File: config.mk
export PLATFORM = sky130hd
export DESIGN_NAME = somador_serial
export DESIGN_NICKNAME = d
export VERILOG_FILES = /design/src/rtl/somador_serial.sv
export SDC_FILE = /design/constraint.sdc
export NUM_CORES = 1
export LEC_CHECK = 0
export ABC_AREA = 0
export ABC_CLOCK_PERIOD_IN_PS = 1800
export CORE_AREA = 4 4 80 82
export DETAILED_ROUTE_END_ITERATION = 10
export DIE_AREA = 0 0 84 86
export DONT_BUFFER_PORTS = 1
export PLACE_DENSITY = 0.41
export SYNTH_ARGS = -nofsm -noshare
export SYNTH_HDL_FRONTEND = slang
export SYNTH_SLANG_ARGS = --single-unit
File: constraint.sdc
create_clock -name clk -period 1.8 [get_ports clk]
set_input_delay 0.18 -clock clk [delete_from_list [all_inputs] [get_ports clk]]
set_output_delay 0.18 -clock clk [all_outputs]
set_load 0.005 [all_outputs]
File: src/rtl/somador_serial.sv
// Bit-serial adder: one full-adder slice reused WIDTH times, LSB first,
// with a start/busy/done handshake and registered result outputs.
`timescale 1ns/1ps

module somador_serial #(
  parameter int WIDTH = 8
) (
  input  logic             clk,
  input  logic             rst,
  input  logic             start,
  input  logic [WIDTH-1:0] a,
  input  logic [WIDTH-1:0] b,
  input  logic             cin,
  output logic             busy,
  output logic             done,
  output logic [WIDTH-1:0] s,
  output logic             cout
);

  localparam int CW = $clog2(WIDTH + 1);
  localparam logic [CW-1:0] LAST = CW'(WIDTH - 1);

  typedef enum logic [1:0] {IDLE, RUN, DONE} state_t;

  state_t           state;
  logic [WIDTH-1:0] ra;
  logic [WIDTH-1:0] rb;
  logic [WIDTH-1:0] ps;
  logic [WIDTH-1:0] ps_next;
  logic             c;
  logic [CW-1:0]    cnt;
  logic             sb;
  logic             co;

  // Full-adder slice on the operand LSBs, and the partial sum with the new
  // bit shifted in at the top (written this way so WIDTH=1 needs no slice).
  always_comb begin
    sb      = ra[0] ^ rb[0] ^ c;
    co      = (ra[0] & rb[0]) | (ra[0] & c) | (rb[0] & c);
    ps_next = ps >> 1;
    ps_next[WIDTH-1] = sb;
  end

  // Control FSM and datapath; outputs only update on the completion edge.
  always_ff @(posedge clk or posedge rst) begin
    if (rst) begin
      state <= IDLE;
      ra    <= '0;
      rb    <= '0;
      ps    <= '0;
      c     <= 1'b0;
      cnt   <= '0;
      busy  <= 1'b0;
      done  <= 1'b0;
      s     <= '0;
      cout  <= 1'b0;
    end else begin
      case (state)
        IDLE, DONE: begin
          done <= 1'b0;
          if (start) begin
            ra    <= a;
            rb    <= b;
            c     <= cin;
            cnt   <= '0;
            ps    <= '0;
            busy  <= 1'b1;
            state <= RUN;
          end else begin
            state <= IDLE;
          end
        end
        RUN: begin
          ps  <= ps_next;
          ra  <= ra >> 1;
          rb  <= rb >> 1;
          c   <= co;
          cnt <= cnt + CW'(1);
          if (cnt == LAST) begin
            s     <= ps_next;
            cout  <= co;
            busy  <= 1'b0;
            done  <= 1'b1;
            state <= DONE;
          end
        end
        default: begin
          busy  <= 1'b0;
          done  <= 1'b0;
          state <= IDLE;
        end
      endcase
    end
  end

endmodule

==> key figures, run 1 <==
Logic synthesis
  • Simple-gate share of the synthesized area: 0.0491
  • Post-synth EDFFs: 0
  • Summed instance area of the synthesized netlist: 0.00166 mm2
  • Synth Warn #: 0
  • Area leader, netlist: sky130_fd_sc_hd__dfrtp_1
  • Share of synthesized area occupied by flip-flops and latches: 0.604
  • Number of instances in the synthesized netlist: 117
  • Compound-gate portion of the synthesized area: 0.213
  • Number of nets produced by synthesis: 139
  • Synthesized flop and latch total: 40
  • Number of distinct standard cells referenced by the synthesized netlist: 22
  • Mux share of post-synthesis cell area: 0.0733
  • Post-synthesis xor/xnor area fraction: 0.00529
  • Area share of the largest cell type after synthesis: 0.604
  • Top area cells in the synthesized netlist: sky130_fd_sc_hd__dfrtp_1, sky130_fd_sc_hd__a22o_1, sky130_fd_sc_hd__a21o_1
  • Average cell area after synthesis: 14.2 um2
  • Main combinational cell family by area after synthesis: compound AO/OA/AOI/OAI gates
  • Synth async-reset ratio: 1.00
  • Post-Synth Adder-Cell Area: 0.0196
  • Main flop type after synthesis: sky130_fd_sc_hd__dfrtp_1

Routing
  • Count of vias placed by the detailed router: 987
  • Length of the first detailed-routing pass in iterations: 4
  • Detailed-route wire length per cell: 15.7 um
  • Post-Route WL: 3090 um
  • Via-per-instance ratio: 5.01
  • Remaining number of nets flagged by the antenna check after routing: 0
  • Detailed Route Iter0 Violations: 28
  • Remaining design rule violation count: 0

Place
  • I/O Buffers: 0
  • Worst setup slack before clock tree synthesis: 0.128 ns
  • Global placement routability congestion: 0.689
  • Area after DPL: 0.00173 mm2
  • Cells after DPL: 189
  • HPWL reported at the end of detailed placement: 2110 um

Final layout
  • Most frequent cells in the layout: sky130_fd_sc_hd__dfrtp_1, sky130_fd_sc_hd__a22o_1, sky130_fd_sc_hd__a21o_1, sky130_fd_sc_hd__mux2_1
  • Ratio of cells with drive above 1 in the final layout: 0.123
  • Post-route cell area: 0.00188 mm2
  • Commonest non-fill, non-tap cell in the layout: sky130_fd_sc_hd__dfrtp_1
  • Count of non-filler cells in the finished layout: 197
  • Number of fillers in the final layout: 590
  • Post-synthesis to final-layout area growth: 13.3%
  • Layout Nets: 144
  • Final core area utilization: 0.327
  • Count of antenna diodes in the layout: 0

Power
  • Power, Total: 3.53 mW
  • Cell area power density: 1880 mW/mm2
  • Net Sw Frac: 0.307
  • Sequential share of power: 0.445
  • Clock Power Share: 0.238
  • Standby leakage power: 0.954 nW
  • Net switching power: 1.08 mW
  • Internal power component: 2.45 mW
  • Portion of total power attributed to combinational logic: 0.317
  • VDD IR max: 0.577 mV

STA
  • RSZ-0062 raised after global routing: no
  • Fmax: 0.625 GHz
  • Clock period minus final worst setup slack: 1.60 ns
  • Final hold slack: 0.0277 ns
  • Worst-case setup margin in the final layout: 0.199 ns
  • Fraction of the cycle the final worst path needs: 0.889
  • Hold Violations, Final: 0
  • Worst clock skew: 0.00839 ns
  • Number of pins exceeding their max-slew limit in the final report: 0
  • Setup_tns: 0 ns
  • Pin slew with the least headroom to its limit: 0.579 ns
  • Max transition margin: 0.613
  • Final setup violation count: 0

Clocking
  • TritonCTS clock tree: yes
  • Buffer cell driving the clock tree root: sky130_fd_sc_hd__clkbuf_8
  • Clock-pin slew of the registers on the worst-case setup and hold paths: 0.08 ns
  • Buffers from clock root to sink, at most: 2
  • # clock sinks: 40
  • Clock latency at the later pin of the worst-skew pair: 0.29 ns
  • Number of buffers added by the clock tree synthesis step: 5
  • Number of H-tree levels: 2

GRT
  • Grt total ovfl: 0
  • Number of global-route vias before repair: 1,008
  • Overall Global Routing Usage: 0.0943
  • Number of antenna violations at the first check in global routing: 0
  • Largest net degree at the start of global routing: 41
  • First-pass GRT wire length: 5260 um

Setup path
  • Cell count of the worst reg-to-reg path: 5
  • Kind of start point of the critical path: flop
  • Worst endpoint data arrival time: 1.77 ns
  • Critical Path End Type: flop
  • Category of the critical setup timing path: flop to flop
  • Max Fanout on Critical Path: 8
  • Required time of the worst setup path: 1.97 ns

Floorplanning
  • Overall die area: 0.00722 mm2
  • Number of placement rows: 28
  • Number of top-level pins: 31
  • Die outline width: 84 um
  • Die span in y: 86 um
  • Area of the core: 0.00575 mm2
  • Initial core utilization: 0.288

Hold path
  • Hold WC Path Type: input port to flop
  • Cells on Worst Hold Path: 1

Job
  • Number of maximum-capacitance constraint violations: 0

Status
  • Outcome: complete, no violations
[routing by layer]
| layer | GRT usage | wire length (um) | share of wire | vias to the layer above |
|---|---|---|---|---|
| met4 | 0.0351 | 45 | 0.015 | 0 |
| met3 | 0.0490 | 259 | 0.084 | 6 |
| met5 | 0 | 0 | 0 | - |
| li1 | - | - | - | 444 |
| met2 | 0.152 | 1470 | 0.48 | 29 |
| met1 | 0.107 | 1310 | 0.42 | 508 |
[Yosys cell counts, types with 2 or more instances]
library cell               count
sky130_fd_sc_hd__mux2_1        9
sky130_fd_sc_hd__buf_2         5
sky130_fd_sc_hd__nand3b_1      2
sky130_fd_sc_hd__buf_6         2
sky130_fd_sc_hd__dfrtp_1      40
sky130_fd_sc_hd__a22o_1       26
sky130_fd_sc_hd__nor2_1        2
sky130_fd_sc_hd__mux2i_1       2
sky130_fd_sc_hd__a21o_1       16
[power by group through the flow]
| stage | sequential [mW] | combinational, mW | clock (mW) |
|---|---|---|---|
| detailed placement | 1.60 | 1.14 | 0 |
| global placement | 1.58 | 1.10 | 0 |
| CTS | 1.58 | 1.14 | 0.871 |
| floorplan | 1.50 | 1.00 | 0 |
| finish | 1.57 | 1.12 | 0.841 |
| global route | 1.63 | 1.27 | 0.909 |
[worst paths after layout]
kind | to | slack (ns) | startpoint
min in group asynchronous | s[7]$_DFFE_PP0P_ | 0.46 | rst
setup reg to reg | s[2]$_DFFE_PP0P_ | 0.20 | cnt[0]$_DFFE_PP0P_
hold reg to reg | rb[3]$_DFFE_PP0P_ | 0.48 | rb[3]$_DFFE_PP0P_
setup / recovery | s[2]$_DFFE_PP0P_ | 0.20 | cnt[0]$_DFFE_PP0P_
hold / removal | ra[7]$_DFFE_PP0P_ | 0.03 | a[7]
max in group asynchronous | rb[7]$_DFFE_PP0P_ | 0.99 | rst
[cells by family (layout without fill, tap and decap cells)]
group,count (synthesis),after routing
buffers and inverters,9,14
AO/OA/AOI/OAI,43,43
AND/OR/NAND/NOR,11,11
flip-flops,40,40
adder cells (fa/ha/maj),2,2
multiplexers,11,11
XOR/XNOR,1,1
[flip-flops by register name, indices dropped and copies added, names as in the netlist]
signal / flops
state: 2
busy: 1
cnt: 4
c: 1
cout: 1
ps: 7
ra: 8
s: 8
rb: 8
[area by class of cell]
| cell class | count | area [um2] | share of cell area |
|---|---|---|---|
| clock buffers | 5 | 68.8 | 0.0367 |
| repair buffers | 6 | 47.5 | 0.0253 |
| inverters | 1 | 3.75 | 0.00200 |
| flip-flops and latches | 40 | 1000 | 0.533 |
| well taps | 75 | 93.8 | 0.0500 |
| clock inverters | 2 | 60.1 | 0.0320 |
| multi-input cells | 68 | 602 | 0.321 |
[repair_timing]
action                     CTS  global route
hold buffers                 1             0
hold endpoints to repair    40             0
buffers inserted             0             0
setup endpoints to repair    0             8
resized for setup            0             1
[worst max-delay path, stage by stage, from the launching register on]
cell                       delay, ns
sky130_fd_sc_hd__dfrtp_1        0.39
sky130_fd_sc_hd__ha_1           0.19
sky130_fd_sc_hd__nand3b_1       0.15
sky130_fd_sc_hd__nor3b_2        0.23
sky130_fd_sc_hd__buf_4          0.20
sky130_fd_sc_hd__mux2_1         0.33
(Power assumes the default switching activity.)
==> inputs of run 2 (changes only) <==
- CORE_AREA: 4 4 80 82 -> 4 4 69 71
- DIE_AREA: 0 0 84 86 -> 0 0 73 75
- PLACE_DENSITY: 0.41 -> 0.52
==> key figures, run 2 (same netlist as run 1, synthesis figures left out) <==
Setup path
  • Category of the critical setup timing path: flop to flop
  • Cell Chain, Critical Path: ha_1 -> nand3b_1 -> nor3b_2 -> buf_4 -> mux2_1
  • Worst endpoint data arrival time: 1.79 ns (+0.02 ns)
  • Peak per-stage delay on the critical path: 0.40 ns (about the same)
  • Cell family with most CP delay: flip-flops
  • Critical Path End Type: flop
  • Required time of the worst setup path: 1.97 ns (about the same)
  • Logic depth of the worst path, buffers included: 5 (unchanged)
  • Number of buffer and inverter stages on the critical path: 1 (unchanged)
  • Cell count of the worst reg-to-reg path: 5 (unchanged)
  • Max Fanout on Critical Path: 8 (unchanged)
  • Kind of start point of the critical path: flop
  • Slowest cell on the critical path: sky130_fd_sc_hd__dfrtp_1

Floorplanning
  • Overall die area: 0.00548 mm2 (-24%)
  • Die outline width: 73 um (-13%)
  • Number of top-level pins: 31 (unchanged)
  • Initial core utilization: 0.391 (+0.103)
  • Area of the core: 0.00423 mm2 (-26%)
  • Number of placement rows: 24 (-14%)
  • Die span in y: 75 um (-13%)

STA
  • Final setup violation count: 0 (unchanged)
  • Setup_tns: 0 ns (unchanged)
  • RSZ-0062 raised after global routing: no
  • Number of pins exceeding their max-slew limit in the final report: 0 (unchanged)
  • Pin slew with the least headroom to its limit: 0.635 ns (+0.0561 ns)
  • Fraction of the cycle the final worst path needs: 0.902 (+0.0130)
  • Max transition margin: 0.576 (-0.0369)
  • Fmax: 0.616 GHz (-1.4%)
  • Clock period minus final worst setup slack: 1.62 ns (+0.0234 ns)
  • Hold Violations, Final: 0 (unchanged)
  • Worst clock skew: 0.00392 ns (-0.00447 ns)

Clocking
  • Number of H-tree levels: 2 (unchanged)
  • # clock sinks: 40 (unchanged)
  • Buffers from clock root to sink, at most: 2 (unchanged)
  • Clock-pin slew of the registers on the worst-case setup and hold paths: 0.07 ns (about the same)
  • Number of buffers added by the clock tree synthesis step: 5 (unchanged)
  • TritonCTS clock tree: yes
  • Setup Fix Bufs, Post-CTS: 0 (unchanged)
  • Clock latency at the later pin of the worst-skew pair: 0.28 ns (about the same)
  • Buffer cell driving the clock tree root: sky130_fd_sc_hd__clkbuf_8

Hold path
  • Cells on Worst Hold Path: 1 (unchanged)
  • Hold WC Path Type: input port to flop

Routing
  • Detailed-route wire length per cell: 16.5 um (+5.5%)
  • Count of vias placed by the detailed router: 954 (-3.3%)
  • Remaining number of nets flagged by the antenna check after routing: 0 (unchanged)
  • Via-per-instance ratio: 5.42 (+8.2%)
  • Remaining design rule violation count: 0 (unchanged)
  • Detailed Route Iter0 Violations: 37 (+32%)
  • Post-Route WL: 2910 um (-5.8%)
  • Length of the first detailed-routing pass in iterations: 4 (unchanged)

Final layout
  • Commonest non-fill, non-tap cell in the layout: sky130_fd_sc_hd__dfrtp_1
  • Ratio of cells with drive above 1 in the final layout: 0.137 (+0.0141)
  • Count of antenna diodes in the layout: 0 (unchanged)
  • Post-route cell area: 0.00186 mm2 (-1.1%)
  • Layout Nets: 146 (+1.4%)
  • Flip-flop and latch area: 0.00100 mm2 (unchanged)
  • Number of fillers in the final layout: 386 (-35%)
  • Post-synthesis to final-layout area growth: 12.0%
  • Most frequent cells in the layout: sky130_fd_sc_hd__dfrtp_1, sky130_fd_sc_hd__a22o_1, sky130_fd_sc_hd__a21o_1, sky130_fd_sc_hd__mux2_1, sky130_fd_sc_hd__clkbuf_8
  • Area of combinational cells with multiple inputs: 602 um2 (unchanged)
  • Largest registers: ra: 8 flops, rb: 8 flops, s: 8 flops

GRT
  • First-pass GRT wire length: 5040 um (-4.2%)
  • Largest net degree at the start of global routing: 26 (-37%)
  • Grt total ovfl: 0 (unchanged)
  • Number of global-route vias before repair: 1,039 (+3.1%)
  • M3 GR Usage: 0.0601 (+0.0111)
  • Met1 routing resource usage after global routing: 0.149 (+0.0413)
  • GRT met2 Usage: 0.188 (+0.0358)
  • Busiest metal layer after global routing: met2
  • Number of antenna violations at the first check in global routing: 0 (unchanged)
  • Overall Global Routing Usage: 0.123 (+0.0292)

Power
  • Internal power component: 2.30 mW (-6.0%)
  • Standby leakage power: 0.958 nW (+0.43%)
  • Sequential share of power: 0.465 (+0.020)
  • Cell area power density: 1810 mW/mm2 (-3.5%)
  • VDD IR max: 0.666 mV (+15%)
  • Net switching power: 1.07 mW (-1.4%)
  • Net Sw Frac: 0.317 (+0.0101)
  • Clock Power Share: 0.185 (-0.053)
  • Power, Total: 3.37 mW (-4.6%)
  • Portion of total power attributed to combinational logic: 0.350 (+0.033)

Place
  • HPWL reported at the end of detailed placement: 2040 um (-3.3%)
  • I/O Buffers: 0 (unchanged)
  • Global placement routability congestion: 0.711 (+3.2%)
  • Area after DPL: 0.00174 mm2 (+0.65%)

Status
  • Outcome: complete, no violations

Job
  • Number of maximum-capacitance constraint violations: 0 (unchanged)
==> run 2: cell types whose count changed in the layout (fill, tap and decap cells not counted), sizes merged <==
cell    delta
buf        +2
bufinv     -2
clkbuf     +2
==> run 2: worst register-to-register path: cells and delay by family, from the launching register on <==
| kind | cells | cell delay (ns) |
|---|---|---|
| adder cells (fa/ha/maj) | 1 | 0.20 |
| AND/OR/NAND/NOR | 2 | 0.37 |
| flip-flops | 1 | 0.40 |
| multiplexers | 1 | 0.34 |
| buffers and inverters | 1 | 0.20 |
==> run 2: stage by stage <==
| stage | utilization | instances | hold slack (ns) | worst slack (ns) |
|---|---|---|---|---|
| 2_1_floorplan | - | 117 | 0.320 | 0.336 |
| 3_3_place_gp | 0.412 | 168 | 0.169 | 0.183 |
| 3_5_place_dp | 0.412 | 168 | 0.192 | 0.114 |
| 4_1_cts | 0.437 | 176 | 0.0317 | 0.0901 |
| 5_1_grt | 0.438 | 176 | 0.0183 | 0.0440 |
| 6_report | 0.438 | 176 | 0.0384 | 0.176 |
==> run 2: what timing repair did <==
action,in CTS,in global routing
endpoints found under the hold margin,15,0
endpoints found under the setup margin,0,5
hold buffers,1,0
gates resized for setup,0,1
==> run 2: worst paths after layout <==
| check | startpoint | to | slack (ns) |
|---|---|---|---|
| hold reg to reg | cnt[3]$_DFFE_PP0P_ | cnt[3]$_DFFE_PP0P_ | 0.48 |
| max in group asynchronous | rst | rb[4]$_DFFE_PP0P_ | 0.83 |
| setup / recovery | cnt[0]$_DFFE_PP0P_ | s[2]$_DFFE_PP0P_ | 0.18 |
| min in group asynchronous | rst | s[2]$_DFFE_PP0P_ | 0.42 |
| hold / removal | b[7] | rb[7]$_DFFE_PP0P_ | 0.04 |
| setup reg to reg | cnt[0]$_DFFE_PP0P_ | s[2]$_DFFE_PP0P_ | 0.18 |
==> run 2: power by group through the flow <==
stage / clock, mW / combinational (mW) / sequential (mW)
3_5_place_dp: 0 / 1.19 / 1.59
5_1_grt: 0.690 / 1.32 / 1.63
6_report: 0.623 / 1.18 / 1.57
2_1_floorplan: 0 / 1.00 / 1.50
3_3_place_gp: 0 / 1.16 / 1.58
4_1_cts: 0.647 / 1.20 / 1.58
==> run 2: layout make-up <==
type	instances	area share
Clock buffer	7	0.0519
Sequential cell	40	0.539
Inverter	1	0.00202
Multi-Input combinational cell	68	0.324
Tap cell	52	0.0351
Timing Repair Buffer	8	0.0472
==> run 2: per-layer routing <==
layer / up-vias / share of wire / routed length, um
li1: 446 / - / -
met1: 478 / 0.46 / 1340
met2: 26 / 0.45 / 1310
met3: 4 / 0.077 / 225
met4: 0 / 0.013 / 37
met5: - / 0 / 0
==> inputs of run 3 (changes only) <==
- ABC_CLOCK_PERIOD_IN_PS: 1800 -> 1500
- clock period: 1.8 -> 1.5 ns (I/O delays scaled with it)
==> key figures, run 3 (same netlist as run 1, synthesis figures left out) <==
Final layout
  • Flip-flop and latch area: 0.00100 mm2 (unchanged)
  • Post-route cell area: 0.00199 mm2 (+7.4%)
  • Count of non-filler cells in the finished layout: 189 (+7.4%)
  • Commonest non-fill, non-tap cell in the layout: sky130_fd_sc_hd__dfrtp_1
  • Most frequent cells in the layout: sky130_fd_sc_hd__dfrtp_1, sky130_fd_sc_hd__a22o_1, sky130_fd_sc_hd__buf_4, sky130_fd_sc_hd__a21o_1, sky130_fd_sc_hd__mux2_4
  • Area of combinational cells with multiple inputs: 649 um2 (+7.9%)
  • Ratio of cells with drive above 1 in the final layout: 0.285 (+0.148)
  • Number of fillers in the final layout: 369 (-4.4%)
  • Layout Nets: 158 (+8.2%)
  • Post-synthesis to final-layout area growth: 20.3%
  • Final core area utilization: 0.471 (+0.0325)
  • Count of antenna diodes in the layout: 0 (unchanged)
  • Largest registers: ra: 8 flops, rb: 8 flops, s: 8 flops

Clocking
  • Number of buffers added by the clock tree synthesis step: 5 (unchanged)
  • Clock-pin slew of the registers on the worst-case setup and hold paths: 0.07 ns (about the same)
  • Clock latency at the later pin of the worst-skew pair: 0.29 ns (about the same)
  • Buffers from clock root to sink, at most: 2 (unchanged)
  • Buffer cell driving the clock tree root: sky130_fd_sc_hd__clkbuf_8
  • TritonCTS clock tree: yes
  • # clock sinks: 40 (unchanged)
  • Number of H-tree levels: 2 (unchanged)

STA
  • RSZ-0062 raised after global routing: yes
  • Fraction of the cycle the final worst path needs: 1.04 (+0.139)
  • Number of pins exceeding their max-slew limit in the final report: 0 (unchanged)
  • Final setup violation count: 9 (+9)
  • Pin slew with the least headroom to its limit: 0.494 ns (-0.141 ns)
  • Worst-case setup margin in the final layout: -0.0612 ns (-0.237 ns)
  • Clock period minus final worst setup slack: 1.56 ns (-0.0628 ns)
  • Hold Violations, Final: 0 (unchanged)
  • Fmax: 0.641 GHz (+4.0%)
  • Max transition margin: 0.671 (+0.0946)
  • Worst clock skew: 0.00608 ns (+0.00217 ns)

Setup path
  • Endpoint of the worst register-to-register path: s[7]$_DFFE_PP0P_
  • Max Fanout on Critical Path: 5 (-3)
  • Peak per-stage delay on the critical path: 0.38 ns (-0.02 ns)
  • Required time of the worst setup path: 1.67 ns (-0.30 ns)
  • Slowest cell on the critical path: sky130_fd_sc_hd__dfrtp_1
  • Register-to-register setup slack: -0.06 ns (-0.24 ns)
  • Cell family with most CP delay: flip-flops
  • Critical Path End Type: flop
  • Number of buffer and inverter stages on the critical path: 1 (unchanged)
  • Cell count of the worst reg-to-reg path: 5 (unchanged)
  • Category of the critical setup timing path: flop to flop
  • Kind of start point of the critical path: flop
  • Cell Chain, Critical Path: ha_2 -> nand3b_1 -> nor3b_2 -> buf_4 -> mux2_4
  • Launch instance of the worst register-to-register path: cnt[1]$_DFFE_PP0P_
  • Worst endpoint data arrival time: 1.73 ns (-0.06 ns)

Floorplanning
  • Number of placement rows: 24 (unchanged)
  • Die outline width: 73 um (unchanged)
  • Area of the core: 0.00423 mm2 (unchanged)
  • Die span in y: 75 um (unchanged)
  • Initial core utilization: 0.391 (unchanged)
  • Overall die area: 0.00548 mm2 (unchanged)
  • Number of top-level pins: 31 (unchanged)

Routing
  • Highest layer used for signal routing: met4
  • Remaining number of nets flagged by the antenna check after routing: 0 (unchanged)
  • Post-Route WL: 3200 um (+9.9%)
  • Length of the first detailed-routing pass in iterations: 4 (unchanged)
  • Wire length on met1: 1480 um (+10%)
  • Count of vias placed by the detailed router: 1,005 (+5.3%)
  • Remaining design rule violation count: 0 (unchanged)
  • Detailed Route Iter0 Violations: 65 (+76%)
  • Detailed-route wire length per cell: 16.9 um (+2.4%)
  • Total met2 wirelength after detailed routing: 1470 um (+12%)
  • Met3 Wirelength: 216 um (-4.0%)
  • Via-per-instance ratio: 5.32 (-1.9%)

Status
  • Violations in the final reports: setup timing
  • Outcome: finished, violations left

GRT
  • Grt total ovfl: 0 (unchanged)
  • Overall Global Routing Usage: 0.130 (+0.00632)
  • Number of global-route vias before repair: 1,089 (+4.8%)
  • Number of antenna violations at the first check in global routing: 0 (unchanged)
  • First-pass GRT wire length: 5290 um (+4.8%)
  • Largest net degree at the start of global routing: 40 (+54%)

Place
  • Global placement routability congestion: 0.706 (-0.66%)
  • Cells after DPL: 171 (+1.8%)
  • HPWL reported at the end of detailed placement: 2000 um (-2.0%)
  • Area after DPL: 0.00174 mm2 (-0.14%)
  • I/O Buffers: 0 (unchanged)
  • Worst setup slack before clock tree synthesis: -0.0538 ns (-0.168 ns)

Power
  • Standby leakage power: 1.03 nW (+7.6%)
  • Cell area power density: 2270 mW/mm2 (+25%)
  • Power, Total: 4.52 mW (+34%)
  • VDD IR max: 0.997 mV (+50%)

Job
  • Number of maximum-capacitance constraint violations: 0 (unchanged)

Hold path
  • Cells on Worst Hold Path: 1 (unchanged)
  • Hold Path End: ra[7]$_DFFE_PP0P_
  • Hold Startpoint: a[7]
  • Hold WC Path Type: input port to flop
[run 3: where the power goes]
group / switching [mW] / internal (mW)
logic: 0.703 / 0.981
registers: 0.335 / 1.55
clock network: 0.364 / 0.587
[run 3: worst max-delay path by stage]
stage / to / slack (ns) / from / cells past startpoint
CTS: s[6]$_DFFE_PP0P_ / -0.009 / cnt[1]$_DFFE_PP0P_ / 5
global route: s[7]$_DFFE_PP0P_ / -0.13 / cnt[1]$_DFFE_PP0P_ / 5
global placement: s[4]$_DFFE_PP0P_ / 0.02 / cnt[0]$_DFFE_PP0P_ / 5
finish: s[7]$_DFFE_PP0P_ / -0.06 / cnt[1]$_DFFE_PP0P_ / 5
detailed placement: s[7]$_DFFE_PP0P_ / -0.05 / cnt[1]$_DFFE_PP0P_ / 5
floorplan: cout$_DFFE_PP0P_ / 0.04 / cnt[0]$_DFFE_PP0P_ / 5
[run 3: cell type report]
type	instances	share of cell area
timing repair buffer	19	0.0741
tap	52	0.0326
inverter	1	0.00188
multi-input combinational	69	0.326
sequential	40	0.502
clock inverter	1	0.0151
clock buffer	7	0.0483
[run 3: what timing repair did]
action                     CTS  global route
cloned                       1             1
hold endpoints to repair    41             0
gates resized for setup      6             9
setup buffers                4             2
setup endpoints to repair    9            36
pin swaps                    2             4
hold buffers                 2             0
[run 3: routing by layer]
layer,up-vias,GRT usage
met5,-,0
met4,0,0.0430
met3,4,0.0587
met2,26,0.211
met1,501,0.154
li1,474,-
[run 3: per-stage QoR]
step / TNS, ns / hold slack, ns
after detailed placement: -0.247 / -0.108
after global routing: -0.988 / 0.00365
after floorplan: 0 / 0.290
final: -0.344 / 0.00802
after CTS: -0.0197 / 0.00108
after global placement: 0 / -0.110
==> RTL edit, RTL diff (config.mk and constraints of run 1) <==
Register the output `s` once more, cleared by the reset; this adds one clock of latency there. The other outputs are not delayed to match.
--- a/src/rtl/somador_serial.sv
+++ b/src/rtl/somador_serial.sv
@@ -22,4 +22,6 @@
 
   typedef enum logic [1:0] {IDLE, RUN, DONE} state_t;
+
+  logic [WIDTH-1:0] s_s0;
 
   state_t           state;
@@ -53,5 +55,5 @@
       busy  <= 1'b0;
       done  <= 1'b0;
-      s     <= '0;
+      s_s0  <= '0;
       cout  <= 1'b0;
     end else begin
@@ -78,5 +80,5 @@
           cnt <= cnt + CW'(1);
           if (cnt == LAST) begin
-            s     <= ps_next;
+            s_s0  <= ps_next;
             cout  <= co;
             busy  <= 1'b0;
@@ -94,4 +96,12 @@
   end
 
+  always_ff @(posedge clk or posedge rst) begin
+    if (rst) begin
+      s <= '0;
+    end else begin
+      s <= s_s0;
+    end
+  end
+
 endmodule
 
Behaviour: not the same (a bounded check fails within 10 cycles, from zero or initial values and one cycle with rst high).
==> RTL edit against run 1 <==
- synthesized cell count is 6.0% higher
- die area stayed put
- critical path depth stayed put
- final cell count is 3.6% higher
- final area is 14% higher
- count of clock-buffer cells in the layout is 2 higher
- sequential cell count is 8 higher
- setup slack better by 0.026 ns
- non-clock buffer count is 1 lower
- synthesized area is 16% higher
- routed wire length is 3.2% higher
- power is 11% higher
==> RTL edit: results (changes against run 1) <==
| Metric | Value |
|---|---|
| Vias in the first global route | `1,105 (+9.6%)` |
| Post-CTS Setup Bufs | `0 (unchanged)` |
| Net Count, Synth | `146 (+5.0%)` |
| Worst-path fanout max | `10 (+2)` |
| Drt wl/cell | `15.64 um (-0.31%)` |
| Hpwl dp | `2163 um (+2.5%)` |
| GRT Total Usage | `9.865% (+0.44 points)` |
| Setup WS pre-CTS | `0.2242 ns (+0.09617 ns)` |
| Skew final | `0.009298 ns (+0.0009089 ns)` |
| Cts bufs inserted | `5 (unchanged)` |
| Count of different cell masters after synthesis | `25 (+14%)` |
| Vias per inst | `5.020 (+0.19%)` |
| Cell Area, Placed | `2011 um2 (+16%)` |
| GPL Wtd Cong | `0.6764 (-1.9%)` |
| Status | `finished, final reports clean` |
| Seq/Total Area, Yosys | `62.62% (+2.2 points)` |
| Fill count | `580 (-1.7%)` |
| Iter 0 DRT Violations | `40 (+43%)` |
| Synth top cells by count | `dfrtp_1 (48), a22o_1 (26), a21o_1 (15), mux2_4 (9)` |
| Top post-synthesis cells by area | `dfrtp_1 (63%), a22o_1 (12%), mux2_4 (7.0%), a21o_1 (5.9%), buf_4 (1.2%)` |
| Largest net degree at the start of global routing | `30 (-27%)` |
| Layout cells sized above 1 | `23.26% (+11 points)` |
| Leakage | `1.090 nW (+14%)` |
| First-pass GRT wire length | `5561 um (+5.6%)` |
| Slew margin rel. | `58.84% (-2.5 points)` |
| H-tree depth | `2 (unchanged)` |
| TNS Setup | `0 ns (unchanged)` |
## RTL edit: where the power goes
part           switching (mW)  total [mW]  internal [mW]
sequential              0.299        1.84           1.54
combinational           0.526        1.25          0.729
clock                   0.342       0.832          0.490
total                    1.17        3.93           2.76
## RTL edit: final timing paths
check	from	to	slack [ns]	cells after the start
min	b[7]	rb[7]$_DFFE_PP0P_	0.02	1
min in group asynchronous	rst	s[6]$_DFF_PP0_	0.42	2
max reg2reg	cnt[1]$_DFFE_PP0P_	cout$_DFFE_PP0P_	0.23	5
max in group asynchronous	rst	ra[7]$_DFFE_PP0P_	0.86	3
max	cnt[1]$_DFFE_PP0P_	cout$_DFFE_PP0P_	0.23	5
min reg2reg	s_s0[1]$_DFFE_PP0P_	s[1]$_DFF_PP0_	0.39	0
## RTL edit: layout make-up
cell class / instances / area share (%)
multi-input combinational: 67 / 30.59
tap: 75 / 4.371
inverter: 1 / 0.1748
timing repair buffer: 5 / 3.030
clock inverter: 1 / 1.399
sequential: 48 / 55.94
clock buffer: 7 / 4.487
## RTL edit: worst max-delay path: stages (launching register included)
cell and delay, ns:
dfrtp_1 0.39, ha_1 0.24, nand3b_4 0.10, nor3b_2 0.25
buf_12 0.18, mux2_4 0.30
## RTL edit: logic make-up (layout without fill, tap and decap cells)
| logic type | after synthesis | after routing | synth area share, % |
|---|---|---|---|
| adders and majority gates | 2 | 2 | 1.696 |
| AOI/OAI and AO/OA | 43 | 43 | 18.46 |
| muxes | 12 | 12 | 8.676 |
| and+or+nand+nor | 10 | 10 | 5.415 |
| DFF | 48 | 48 | 62.62 |
| buffers and inverters | 9 | 14 | 3.131 |
## RTL edit: layer usage
layer | GRT usage (%) | vias up | routed length [um]
li1 | - | 460 | -
met1 | 11.50 | 535 | 1367
met2 | 16.20 | 23 | 1596
met3 | 3.842 | 6 | 165
met4 | 4.386 | 0 | 60
met5 | 0 | - | 0
## RTL edit: metrics by stage
step | total power, mW | utilization [%] | instances
6_report | 3.930 | 37.37 | 204
5_1_grt | 4.224 | 37.37 | 204
4_1_cts | 4.010 | 37.37 | 204
3_5_place_dp | 3.160 | 35.00 | 195
3_3_place_gp | 3.105 | 35.00 | 195
2_1_floorplan | 2.910 | - | 124
